<file path="src/rtl/input_controller_if.sv">
// Bundle between the ADC capture path, the write side of the dual-clock FIFO
// and the host status bits. The controller sits on the master side.
interface input_controller_if #(
  parameter int DATA_WIDTH  = 11,
  parameter int LEVEL_WIDTH = 4,
  parameter int DROP_WIDTH  = 8
);
  logic                   enable;
  logic                   adc_start;
  logic [DATA_WIDTH-1:0]  adc_data;
  logic                   adc_valid;
  logic [LEVEL_WIDTH-1:0] fifo_level;
  logic [DATA_WIDTH-1:0]  fifo_data;
  logic                   fifo_write_irq;
  logic                   fifo_write_clock;
  logic                   overflow;
  logic                   overflow_clear;
  logic [DROP_WIDTH-1:0]  drop_count;
  logic                   busy;
  logic [1:0]             dbg_state;

  // adc_valid is a one-cycle strobe with no back-pressure: the controller
  // either takes the sample on that edge or counts it as dropped.
  modport master (
    input  enable, adc_data, adc_valid, fifo_level, overflow_clear,
    output adc_start, fifo_data, fifo_write_irq, fifo_write_clock,
           overflow, drop_count, busy, dbg_state
  );

  modport slave (
    output enable, adc_data, adc_valid, fifo_level, overflow_clear,
    input  adc_start, fifo_data, fifo_write_irq, fifo_write_clock,
           overflow, drop_count, busy, dbg_state
  );
endinterface

</file>
<file path="src/rtl/input_controller.sv">
// Captures ADC samples into a one-entry hold register and writes them into the
// dual-clock FIFO with a locally generated write clock; paces adc_start.
module input_controller #(
  parameter int DATA_WIDTH    = 11,
  parameter int LEVEL_WIDTH   = 4,
  parameter int FULL_LEVEL    = 15,
  parameter int SAMPLE_PERIOD = 40,
  parameter int DROP_WIDTH    = 8
) (
  input logic               clock,
  input logic               reset_n,
  input_controller_if.master bus
);

  typedef enum logic [1:0] {
    S_IDLE    = 2'd0,
    S_SETUP   = 2'd1,
    S_STROBE  = 2'd2,
    S_RELEASE = 2'd3
  } state_t;

  localparam logic [15:0]          LAST_COUNT = 16'(SAMPLE_PERIOD - 1);
  localparam logic [LEVEL_WIDTH:0] FULL_MARK  = (LEVEL_WIDTH+1)'(FULL_LEVEL);
  localparam logic [DROP_WIDTH-1:0] DROP_MAX  = '1;

  state_t                 state_q;
  logic [15:0]            count_q, count_d;
  logic                   start_q;
  logic [DATA_WIDTH-1:0]  hold_q;
  logic                   hold_valid_q;
  logic [DATA_WIDTH-1:0]  data_q;
  logic                   irq_q;
  logic                   wclk_q;
  logic                   busy_q;
  logic                   overflow_q, overflow_d;
  logic [DROP_WIDTH-1:0]  drop_q, drop_d;

  logic room;
  logic transfer;
  logic write_go;
  logic capture;
  logic drop_new;
  logic drop_evt;
  logic start_d;

  always_comb begin
    room     = {1'b0, bus.fifo_level} < FULL_MARK;
    // The hold register is vacated in IDLE whether the sample is written or
    // refused for lack of room, so a capture on that edge is always accepted.
    transfer = (state_q == S_IDLE) && hold_valid_q;
    write_go = transfer && room;
    capture  = bus.enable && bus.adc_valid;
    drop_new = capture && hold_valid_q && !transfer;
    drop_evt = drop_new || (transfer && !room);

    count_d = 16'd0;
    start_d = 1'b0;
    if (bus.enable) begin
      start_d = (count_q == LAST_COUNT);
      count_d = (count_q == LAST_COUNT) ? 16'd0 : count_q + 16'd1;
    end

    overflow_d = overflow_q;
    drop_d     = drop_q;
    // A drop on the same edge as a clear survives the clear.
    if (bus.overflow_clear) begin
      overflow_d = drop_evt;
      drop_d     = drop_evt ? DROP_WIDTH'(1) : '0;
    end else if (drop_evt) begin
      overflow_d = 1'b1;
      drop_d     = (drop_q == DROP_MAX) ? drop_q : drop_q + DROP_WIDTH'(1);
    end
  end

  always_ff @(posedge clock or negedge reset_n) begin
    if (!reset_n) begin
      state_q      <= S_IDLE;
      count_q      <= 16'd0;
      start_q      <= 1'b0;
      hold_q       <= '0;
      hold_valid_q <= 1'b0;
      data_q       <= '0;
      irq_q        <= 1'b0;
      wclk_q       <= 1'b0;
      busy_q       <= 1'b0;
      overflow_q   <= 1'b0;
      drop_q       <= '0;
    end else begin
      count_q    <= count_d;
      start_q    <= start_d;
      overflow_q <= overflow_d;
      drop_q     <= drop_d;

      if (capture && !drop_new) begin
        hold_q       <= bus.adc_data;
        hold_valid_q <= 1'b1;
      end else if (transfer) begin
        hold_valid_q <= 1'b0;
      end

      // Data and request lead the write-clock rise by a full cycle so the
      // FIFO sees them settled on its own clock edge.
      case (state_q)
        S_IDLE: begin
          if (write_go) begin
            data_q  <= hold_q;
            irq_q   <= 1'b1;
            busy_q  <= 1'b1;
            state_q <= S_SETUP;
          end
        end
        S_SETUP: begin
          wclk_q  <= 1'b1;
          state_q <= S_STROBE;
        end
        S_STROBE: begin
          wclk_q  <= 1'b0;
          state_q <= S_RELEASE;
        end
        S_RELEASE: begin
          irq_q   <= 1'b0;
          busy_q  <= 1'b0;
          state_q <= S_IDLE;
        end
        default: state_q <= S_IDLE;
      endcase
    end
  end

  assign bus.adc_start        = start_q;
  assign bus.fifo_data        = data_q;
  assign bus.fifo_write_irq   = irq_q;
  assign bus.fifo_write_clock = wclk_q;
  assign bus.overflow         = overflow_q;
  assign bus.drop_count       = drop_q;
  assign bus.busy             = busy_q;
  assign bus.dbg_state        = state_q;

endmodule

</file>
<file path="src/flat_wrapper.sv">
// flat-port wrapper written by rule: the top's interface ports become plain ports
module input_controller_flat 
#(
  parameter int DATA_WIDTH    = 11,
  parameter int LEVEL_WIDTH   = 4,
  parameter int FULL_LEVEL    = 15,
  parameter int SAMPLE_PERIOD = 40,
  parameter int DROP_WIDTH    = 8
)
  (clock, reset_n, bus_enable, bus_adc_data, bus_adc_valid, bus_fifo_level, bus_overflow_clear, bus_adc_start, bus_fifo_data, bus_fifo_write_irq, bus_fifo_write_clock, bus_overflow, bus_drop_count, bus_busy, bus_dbg_state);
  input_controller_if #(.DATA_WIDTH(DATA_WIDTH), .LEVEL_WIDTH(LEVEL_WIDTH), .DROP_WIDTH(DROP_WIDTH)) bus_i ();
  input logic clock;
  input logic reset_n;
  input wire logic [$bits(bus_i.enable)-1:0] bus_enable;
  input wire logic [$bits(bus_i.adc_data)-1:0] bus_adc_data;
  input wire logic [$bits(bus_i.adc_valid)-1:0] bus_adc_valid;
  input wire logic [$bits(bus_i.fifo_level)-1:0] bus_fifo_level;
  input wire logic [$bits(bus_i.overflow_clear)-1:0] bus_overflow_clear;
  output wire logic [$bits(bus_i.adc_start)-1:0] bus_adc_start;
  output wire logic [$bits(bus_i.fifo_data)-1:0] bus_fifo_data;
  output wire logic [$bits(bus_i.fifo_write_irq)-1:0] bus_fifo_write_irq;
  output wire logic [$bits(bus_i.fifo_write_clock)-1:0] bus_fifo_write_clock;
  output wire logic [$bits(bus_i.overflow)-1:0] bus_overflow;
  output wire logic [$bits(bus_i.drop_count)-1:0] bus_drop_count;
  output wire logic [$bits(bus_i.busy)-1:0] bus_busy;
  output wire logic [$bits(bus_i.dbg_state)-1:0] bus_dbg_state;
  assign bus_i.enable = bus_enable;
  assign bus_i.adc_data = bus_adc_data;
  assign bus_i.adc_valid = bus_adc_valid;
  assign bus_i.fifo_level = bus_fifo_level;
  assign bus_i.overflow_clear = bus_overflow_clear;
  assign bus_adc_start = bus_i.adc_start;
  assign bus_fifo_data = bus_i.fifo_data;
  assign bus_fifo_write_irq = bus_i.fifo_write_irq;
  assign bus_fifo_write_clock = bus_i.fifo_write_clock;
  assign bus_overflow = bus_i.overflow;
  assign bus_drop_count = bus_i.drop_count;
  assign bus_busy = bus_i.busy;
  assign bus_dbg_state = bus_i.dbg_state;
  input_controller #(.DATA_WIDTH(DATA_WIDTH), .LEVEL_WIDTH(LEVEL_WIDTH), .FULL_LEVEL(FULL_LEVEL), .SAMPLE_PERIOD(SAMPLE_PERIOD), .DROP_WIDTH(DROP_WIDTH)) u_core (.clock(clock), .reset_n(reset_n), .bus(bus_i));
endmodule
</file>
<file path="config.mk">
export PLATFORM = sky130hd
export DESIGN_NAME = input_controller_flat
export DESIGN_NICKNAME = d
export VERILOG_FILES = /design/src/rtl/input_controller_if.sv /design/src/rtl/input_controller.sv /design/src/flat_wrapper.sv
export SDC_FILE = /design/constraint.sdc
export NUM_CORES = 1
export LEC_CHECK = 0
export ABC_AREA = 1
export CAP_MARGIN = 20
export CORE_ASPECT_RATIO = 1.75
export CORE_UTILIZATION = 55
export CTS_CLUSTER_SIZE = 12
export DETAILED_ROUTE_END_ITERATION = 12
export GPL_ROUTABILITY_DRIVEN = 0
export PLACE_DENSITY = 0.83
export SETUP_SLACK_MARGIN = 0.3
export SYNTH_ARGS = -nofsm -noshare
export SYNTH_HDL_FRONTEND = slang
export SYNTH_SLANG_ARGS = --single-unit
</file>
<file path="constraint.sdc">
create_clock -name clock -period 2.1 [get_ports clock]
set_input_delay 0.315 -clock clock [delete_from_list [all_inputs] [get_ports clock]]
set_output_delay 0.315 -clock clock [all_outputs]
set_load 0.02 [all_outputs]
</file>
==> summary.md, run 1 <==
The die is 53.30 um wide. Once layout is complete, the utilization of the core stands at 71.25%. The number of CTS-inserted buffers was 5; the fraction of met3 tracks used by global routing was 3.483%. Global routing used 24.64% of the available met1 tracks. Setup TNS after final layout: 0 ns.

Max-capacitance violation count: 0. The run gives 0 as the number of antenna cells inserted. The category of the worst setup path launch point is a flip-flop. Traced cell by cell, the critical path runs through clkdlybuf4s50_1. The met2 track utilization from global routing was 42.71%. The endpoint of the most critical register-to-register path is u_core.bus.fifo_data[1]$_DFFE_PN0P_. Entering global routing, the biggest net connects 33 pins. The register clock-pin slew on the reported worst setup and hold paths came out at 0.10 ns. The logs give 2 for the H-tree level count and 3720 um for the HPWL after detailed placement. Headroom to the max-slew limit came out at 65.58%. The routed layout has 2117 vias.

Dividing total power by cell area gives a power density of 1057 nW/um2. Peak per-stage delay on the critical path: 0.64 ns. The critical path's top delay family was buffers and inverters. The critical path data required time was 1.78 ns.

After filler insertion, the fill cell instance count of the layout stands at 367. Wires add up to 4976 um. The setup path with the least slack is of type reg -> out. The synthesized netlist contains 27 unique library cells. The total power after layout is 3317 uW.

The shortest period the worst path allows was 1.725 ns. The average wire per cell in the routed design is 12.02 um, and the area inside the core boundary is 4404 um2. Proportion of synthesized chip area in sequential cells: 52.37%. Area growth from synthesis to layout: 23.91%. On the critical path, the stage with the largest delay is an instance of clkdlybuf4s50_1. The run gives 0.5797 GHz as the upper clock frequency limit.

The clock insertion delay at the later pin of the skew report is 0.31 ns, and the total setup buffers inserted after CTS is 0. Clock skew on the completed layout was measured at 0.01372 ns. The run finished with clean final reports. The buffers plus inverters on the worst setup path works out to 1.

VDD sags by at most 0.7797 mV. For this run, design rule violations remaining after detail routing come to 0. The slew at the pin closest to its max-slew limit was 0.5162 ns; the final antenna-violating net count was 0. Setup violations remaining at the end of the flow were counted as 0. The post-route netlist has 5.785% of its cells at a drive strength greater than 1. Summing every instance area after synthesis gives 2532 um2. Once layout is done, the placed cells without fillers occupy 3138 um2. The global-route wire length before repair was 8362 um; the synthesized netlist cell count was 313. Worst reg2reg path depth: 8.

The post-route fraction of the period consumed by the critical path came out at 82.15%. The path class of the lowest-slack min-delay path is in -> async. Global routing used 23.35% of the available tracks across all layers.

After the last flow step, the layout net total stands at 388. The number of antenna violations at the first check in global routing was 0. The worst register-to-register path begins at u_core.bus.dbg_state[1]$_DFFE_PN0P_. The flip-flop and latch count after synthesis was 53. The cell sitting at the root of the clock tree is a clkbuf_8. STA classifies the critical path endpoint as an output port. Setup repair after global routing left no endpoint under its margin. The tools report the cell row count as 32. The Yosys step of the flow raised 0 warnings. After global routing, the most crowded layer is met2. 46 I/O pins were placed. During placement, the flow inserted port buffers numbering 45. TritonCTS built the clock tree. The run gives 53 as the clock sink count. The tools report the buffer depth of the longest clock path as 2.

After the first detailed-routing iteration, the DRC count stood at 50. The synthesized area divided by synthesized cell count came out at 8.091 um2. The final number of hold-violating endpoints was 0; the critical-path maximum fanout was 5. The number of global-route vias before repair is 2042. When the netlist entered floorplanning its net count stood at 339. The via count normalized by instance count was 5.114; the area of placed instances was 3035 um2. For the worst setup path, the data arrival time is 1.41 ns. The tools report the count of pins over their slew limit as 0. For the final global-route overflow total, the log shows 0.

Before antenna repair, the detailed router went through 4 iterations. The die covers 4891 um2. The leakage dissipation is 0.001479 uW, and the overall die height is 91.77 um.

Slack of the worst reg-to-reg path: 0.59 ns. For this configuration, the core starts out at a cell density of 57.50%.
[kinds of logic (layout without fill, tap and decap cells)]
kind of cell	count (synthesis)	after routing	synth area share, %
and+or+nand+nor	165	165	26.73
DFF	53	53	52.37
buffers and inverters	42	92	6.818
AOI/OAI and AO/OA	40	40	8.696
xor gates and xnor gates	7	7	2.421
adders and majority gates	6	6	2.964
[metal layers]
| metal | routed length [um] | vias to the layer above |
|---|---|---|
| met5 | 0 | - |
| met4 | 121 | 0 |
| met3 | 135 | 10 |
| met2 | 2695 | 43 |
| met1 | 2023 | 985 |
| li1 | - | 1079 |
[layout by cell type, fill, tap and decap left out, types with 3 or more instances in the layout]
cell type / instances
a21oi_1: 14
clkbuf_8: 5
clkdlybuf4s50_1: 43
dfrtp_1: 53
ha_1: 6
inv_1: 34
nand2_1: 83
nand2_2: 3
nand3_1: 12
nor2_1: 55
nor3_1: 6
o21ai_0: 11
o21ai_1: 8
o21bai_1: 3
xor2_1: 7
[power breakdown]
part           leakage [uW]  switching [uW]  internal, uW
registers          0.000667             154          1320
clock network     0.0000445             337           237
logic              0.000768             715           558
total               0.00148            1210          2110
[cells in the mapped netlist, drive strengths merged]
master  count  area (um2)
buf         5       33.78
nand4       2       18.77
nand2      86       330.3
dfrtp      53        1326
o211ai      1       7.510
xor2        7       61.31
a22oi       1       7.510
clkbuf      2       7.510
o21bai      3       22.52
a21oi      14       70.07
ha          6       75.07
nand3      12       60.06
o21ai      21       112.6
nor3b       1       7.510
nor2       57       224.0
nor3        6       30.03
inv        35       131.4
and2        1       6.260
[how the worst max path moves through the flow]
stage / cells after the start / slack [ns] / end / start
2_1_floorplan: 7 / 0.56 / u_core.bus.fifo_data[10]$_DFFE_PN0P_ / u_core.bus.dbg_state[0]$_DFFE_PN0P_
3_3_place_gp: 5 / 0.48 / u_core.bus.fifo_data[10]$_DFFE_PN0P_ / bus_fifo_level[3]
3_5_place_dp: 5 / 0.45 / u_core.bus.fifo_data[4]$_DFFE_PN0P_ / bus_fifo_level[3]
4_1_cts: 1 / 0.35 / bus_drop_count[7] / u_core.bus.drop_count[7]$_DFFE_PN0P_
5_1_grt: 1 / 0.31 / bus_drop_count[3] / u_core.bus.drop_count[3]$_DFFE_PN0P_
6_report: 1 / 0.37 / bus_drop_count[3] / u_core.bus.drop_count[3]$_DFFE_PN0P_
[sequential cells by signal, summed over array words and instances, names as in the netlist]
signal	count
u_core.count_q	16
u_core.bus.fifo_data	11
u_core.hold_q	11
u_core.bus.drop_count	8
u_core.bus.dbg_state	2
u_core.bus.adc_start	1
u_core.bus.fifo_write_clock	1
u_core.bus.fifo_write_irq	1
u_core.bus.overflow	1
u_core.hold_valid_q	1
[through the flow]
stage               hold WS [ns]  setup slack (ns)  std cells
floorplan                0.01941            0.5632        313
global placement          0.3129            0.4774        405
detailed placement        0.3199            0.4493        405
CTS                       0.4937            0.3454        414
global route              0.5183            0.3068        414
finish                    0.4900            0.3749        414
[final cells by class]
| type | instances | area [um2] | area share [%] |
|---|---|---|---|
| Sequential cell | 53 | 1326 | 42.26 |
| Clock inverter | 3 | 21.27 | 0.6778 |
| Tap cell | 51 | 63.81 | 2.033 |
| Inverter | 35 | 131.4 | 4.187 |
| Timing Repair Buffer | 49 | 493.0 | 15.71 |
| Clock buffer | 5 | 68.82 | 2.193 |
| Multi-Input combinational cell | 218 | 1033 | 32.93 |
[what timing repair did]
action / CTS / global route
gates resized for setup: 0 / 1
setup endpoints to repair: 0 / 1
hold buffers: 1 / 0
hold endpoints to repair: 21 / 0
No activity file was read; power rests on OpenSTA's default activity.
==> run 2: changes to the inputs <==
--- a/config.mk
+++ b/config.mk
@@ -8,11 +8,11 @@
 export ABC_AREA = 1
 export CAP_MARGIN = 20
 export CORE_ASPECT_RATIO = 1.75
-export CORE_UTILIZATION = 55
+export CORE_UTILIZATION = 52
 export CTS_CLUSTER_SIZE = 12
 export DETAILED_ROUTE_END_ITERATION = 12
 export GPL_ROUTABILITY_DRIVEN = 0
-export PLACE_DENSITY = 0.83
+export PLACE_DENSITY = 0.79
 export SETUP_SLACK_MARGIN = 0.3
 export SYNTH_ARGS = -nofsm -noshare
 export SYNTH_HDL_FRONTEND = slang
==> constraint.sdc (replaced) <==
create_clock -name clock -period 1.7 [get_ports clock]
set_input_delay 0.255 -clock clock [delete_from_list [all_inputs] [get_ports clock]]
set_output_delay 0.255 -clock clock [all_outputs]
set_load 0.02 [all_outputs]
==> run 2 against run 1 <==
Design area is 8.0% higher. Global-route usage decreased by 0.19 points. Worst hold slack got worse by 0.056 ns. Total power grew 34%. Wire length up 15%. Critical path type is now reg -> reg. Register-to-register slack lost 0.32 ns. Highest routed layer unchanged.
==> summary.md, run 2 (same netlist as run 1, synthesis figures left out) <==
The tools report the data arrival time of the worst path as 1.68 ns (+0.27 ns). The number of CTS-inserted buffers is 5 (unchanged). The run finished with clean final reports.

The library cells used most frequently in the layout, excluding fill and tap cells, are 73 x nand2_1, 50 x nor2_1, 48 x dfrtp_1. The number of global-route vias before repair is 2069 (+1.3%), and the register clock-pin slew on the reported worst setup and hold paths is 0.09 ns (about the same). The logs give 1.96 ns (+0.18 ns) for the critical path data required time and 34 (+3.0%) for the largest net degree at the start of global routing.

Via count normalized by instance count: 5.280 (+3.3%). For the number of antenna cells inserted, the log shows 0 (unchanged). The post-layout utilization of the core is 72.62% (+1.4 points). The flip-flop count of the largest register, all copies and words added works out to 16 (unchanged). The fraction of layout cells with a size suffix above 1 was 17.16% (+11 points); the overall die height was 94.32 um (+2.8%). Final global-route overflow total: 0 (unchanged). The cell row count is 33 (+3.1%).

Based on the critical path, the design can be clocked at up to 0.7014 GHz. Post-route cell area: 3388 um2 (+8.0%). TritonCTS built the clock tree.

The tools report the category of the worst setup path launch point as a flip-flop. The slew at the pin closest to its max-slew limit is 0.4962 ns (-0.01999 ns). Critical-path maximum fanout: 4 (-1).

The average wire per cell in the routed design works out to 13.48 um (+12%). Compared with the post-synthesis result, the final layout area differs by 33.79%. The overall die width works out to 54.76 um (+2.7%). The power density normalized to cell area works out to 1307 nW/um2 (+24%).

The relative slew slack was 66.92% (+1.3 points). The total global routing track utilization came out at 23.15% (-0.19 points). The proportion of power drawn by flip-flops and latches was 41.6% (-2.7 points); the final antenna-violating net count was 0 (unchanged).

The shortest period the worst path allows was 1.426 ns; the I/O pin count was 46 (unchanged). The run gives 0 (unchanged) as the count of pins over their slew limit. The buffer depth of the longest clock path is 2 (unchanged). Ranked by flip-flop count, first place goes to u_core.count_q. Detailed-route via count: 2244 (+6.0%). The logs give 0 (unchanged) for the number of antenna violations at the first check in global routing and 54.28% (-3.2 points) for the effective utilization at floorplan. Setup repair after global routing could not meet its margin everywhere.

Proportion of power drawn by combinational gates: 38.3% (about the same). For the number of design rule violations left after detail routing, the log shows 0 (unchanged). The tools report the number of fillers in the final layout as 348 (-5.2%). For the leakage dissipation, the log shows 0.001631 uW (+10%).

The number of detailed-routing iterations run before antenna repair was 5 (+1). Post-route fraction of the period consumed by the critical path: 83.87%. The path class of the lowest-slack min-delay path is in -> async. The peak supply drop was 0.9497 mV (+22%); the clock insertion delay at the later pin of the skew report was 0.31 ns (about the same). The tools report the worst clock skew as 0.008656 ns (-0.005066 ns). Count of final setup violators: 0 (unchanged).

For the area of placed instances, the log shows 3064 um2 (+0.95%). The tools report the final number of hold-violating endpoints as 0 (unchanged). For the area of the die, the log shows 5164 um2 (+5.6%).

Kind of end point of the critical path: a flip-flop. The logs give 5727 um (+15%) for the final wirelength and 398 (+2.6%) for the number of nets at the end of the flow. The total internal power came out at 2809 uW (+33%). Count of buffers from port buffering: 45 (unchanged). The area inside the core boundary is 4666 um2 (+5.9%). The worst-path cell with the longest stage delay is dfrtp_2.

The peak per-stage delay on the critical path works out to 0.41 ns (-0.23 ns). The signal on the critical path passes through inv_2 > ha_4 > nor2_2 > nand2_2 > nand2_2 > nand2_1 > nand2_2 > nand2_1 > nand2_1. The library cell used most frequently in the layout, excluding fill and tap cells, is nand2_1. The category of the critical setup timing path is reg -> reg. The net switching share of the total power came out at 36.58% (+0.22 points). CTS placed an instance of clkbuf_8 at the clock tree root. The part of the power in the clock network was 20.2% (+2.9 points); the max-capacitance violation count was 0 (unchanged). The tools report the switching power total as 1620 uW (+34%). The tools report the H-tree level count as 2 (unchanged). The setup TNS after final layout was 0 ns (unchanged); the HPWL after detailed placement was 3693 um (-0.73%). The clock sink count is 53 (unchanged), and the violation count after the first detailed-route iteration is 50 (unchanged).

The run gives 8735 um (+4.5%) as the global-route wire length before repair.
==> run 2: what timing repair did <==
| action | in CTS | in global routing |
|---|---|---|
| gates cloned | 0 | 3 |
| gates resized for setup | 33 | 36 |
| pin swaps | 1 | 5 |
| hold buffers | 1 | 0 |
| endpoints found under the hold margin | 20 | 0 |
| endpoints found under the setup margin | 46 | 47 |
| buffers inserted | 1 | 5 |
==> run 2: final cells by class <==
type | instances | area (um2) | share of cell area (%)
Clock buffer | 6 | 82.58 | 2.437
Clock inverter | 2 | 37.54 | 1.108
Multi-Input combinational cell | 219 | 1162 | 34.31
Tap cell | 52 | 65.06 | 1.920
Sequential cell | 53 | 1333 | 39.33
Inverter | 35 | 133.9 | 3.951
Timing Repair Buffer | 58 | 574.3 | 16.95
==> run 2: through the flow <==
stage               hold slack, ns  std cells  total power, uW  setup WS (ns)
finish                      0.4341        425             4429         0.2742
global placement            0.2421        407             3417         0.1721
detailed placement          0.2500        407             3477         0.1356
floorplan                 -0.04059        313             2762         0.3189
CTS                         0.4530        417             4223         0.2978
global route                0.4785        425             4727         0.1603
==> run 2: path summary, 6_finish.rpt <==
kind	end	depth (start not counted)	slack, ns	start
max	u_core.bus.drop_count[6]$_DFFE_PN0P_	9	0.27	u_core.bus.dbg_state[1]$_DFFE_PN0P_
min	u_core.bus.drop_count[6]$_DFFE_PN0P_	2	0.43	reset_n
max reg2reg	u_core.bus.drop_count[6]$_DFFE_PN0P_	9	0.27	u_core.bus.dbg_state[1]$_DFFE_PN0P_
min reg2reg	u_core.bus.fifo_data[4]$_DFFE_PN0P_	2	0.49	u_core.bus.fifo_data[4]$_DFFE_PN0P_
max in group asynchronous	u_core.bus.drop_count[1]$_DFFE_PN0P_	3	0.72	reset_n
min in group clock	u_core.bus.fifo_data[4]$_DFFE_PN0P_	2	0.49	u_core.bus.fifo_data[4]$_DFFE_PN0P_
==> run 2: power by group through the flow <==
stage	registers (uW)	logic (uW)	clock network, uW
2_1_floorplan	2080	680	0
3_3_place_gp	1860	1560	0
3_5_place_dp	1860	1620	0
4_1_cts	1830	1490	905
5_1_grt	1880	1890	959
6_report	1840	1700	893
==> run 2: layer usage <==
layer  vias up  track usage [%]  share of wire [%]
met1      1080            25.67                 38
met4         0            8.547                2.9
met3        13            3.883                3.6
met5         -                0                  0
met2        60            41.57                 56
li1       1091                -                  -
==> run 2: critical path, delay by kind of cell (launching register included) <==
kind	cells	cell delay, ns
adders and majority gates	1	0.16
buffers and inverters	1	0.07
DFF	1	0.41
and+or+nand+nor	7	0.73
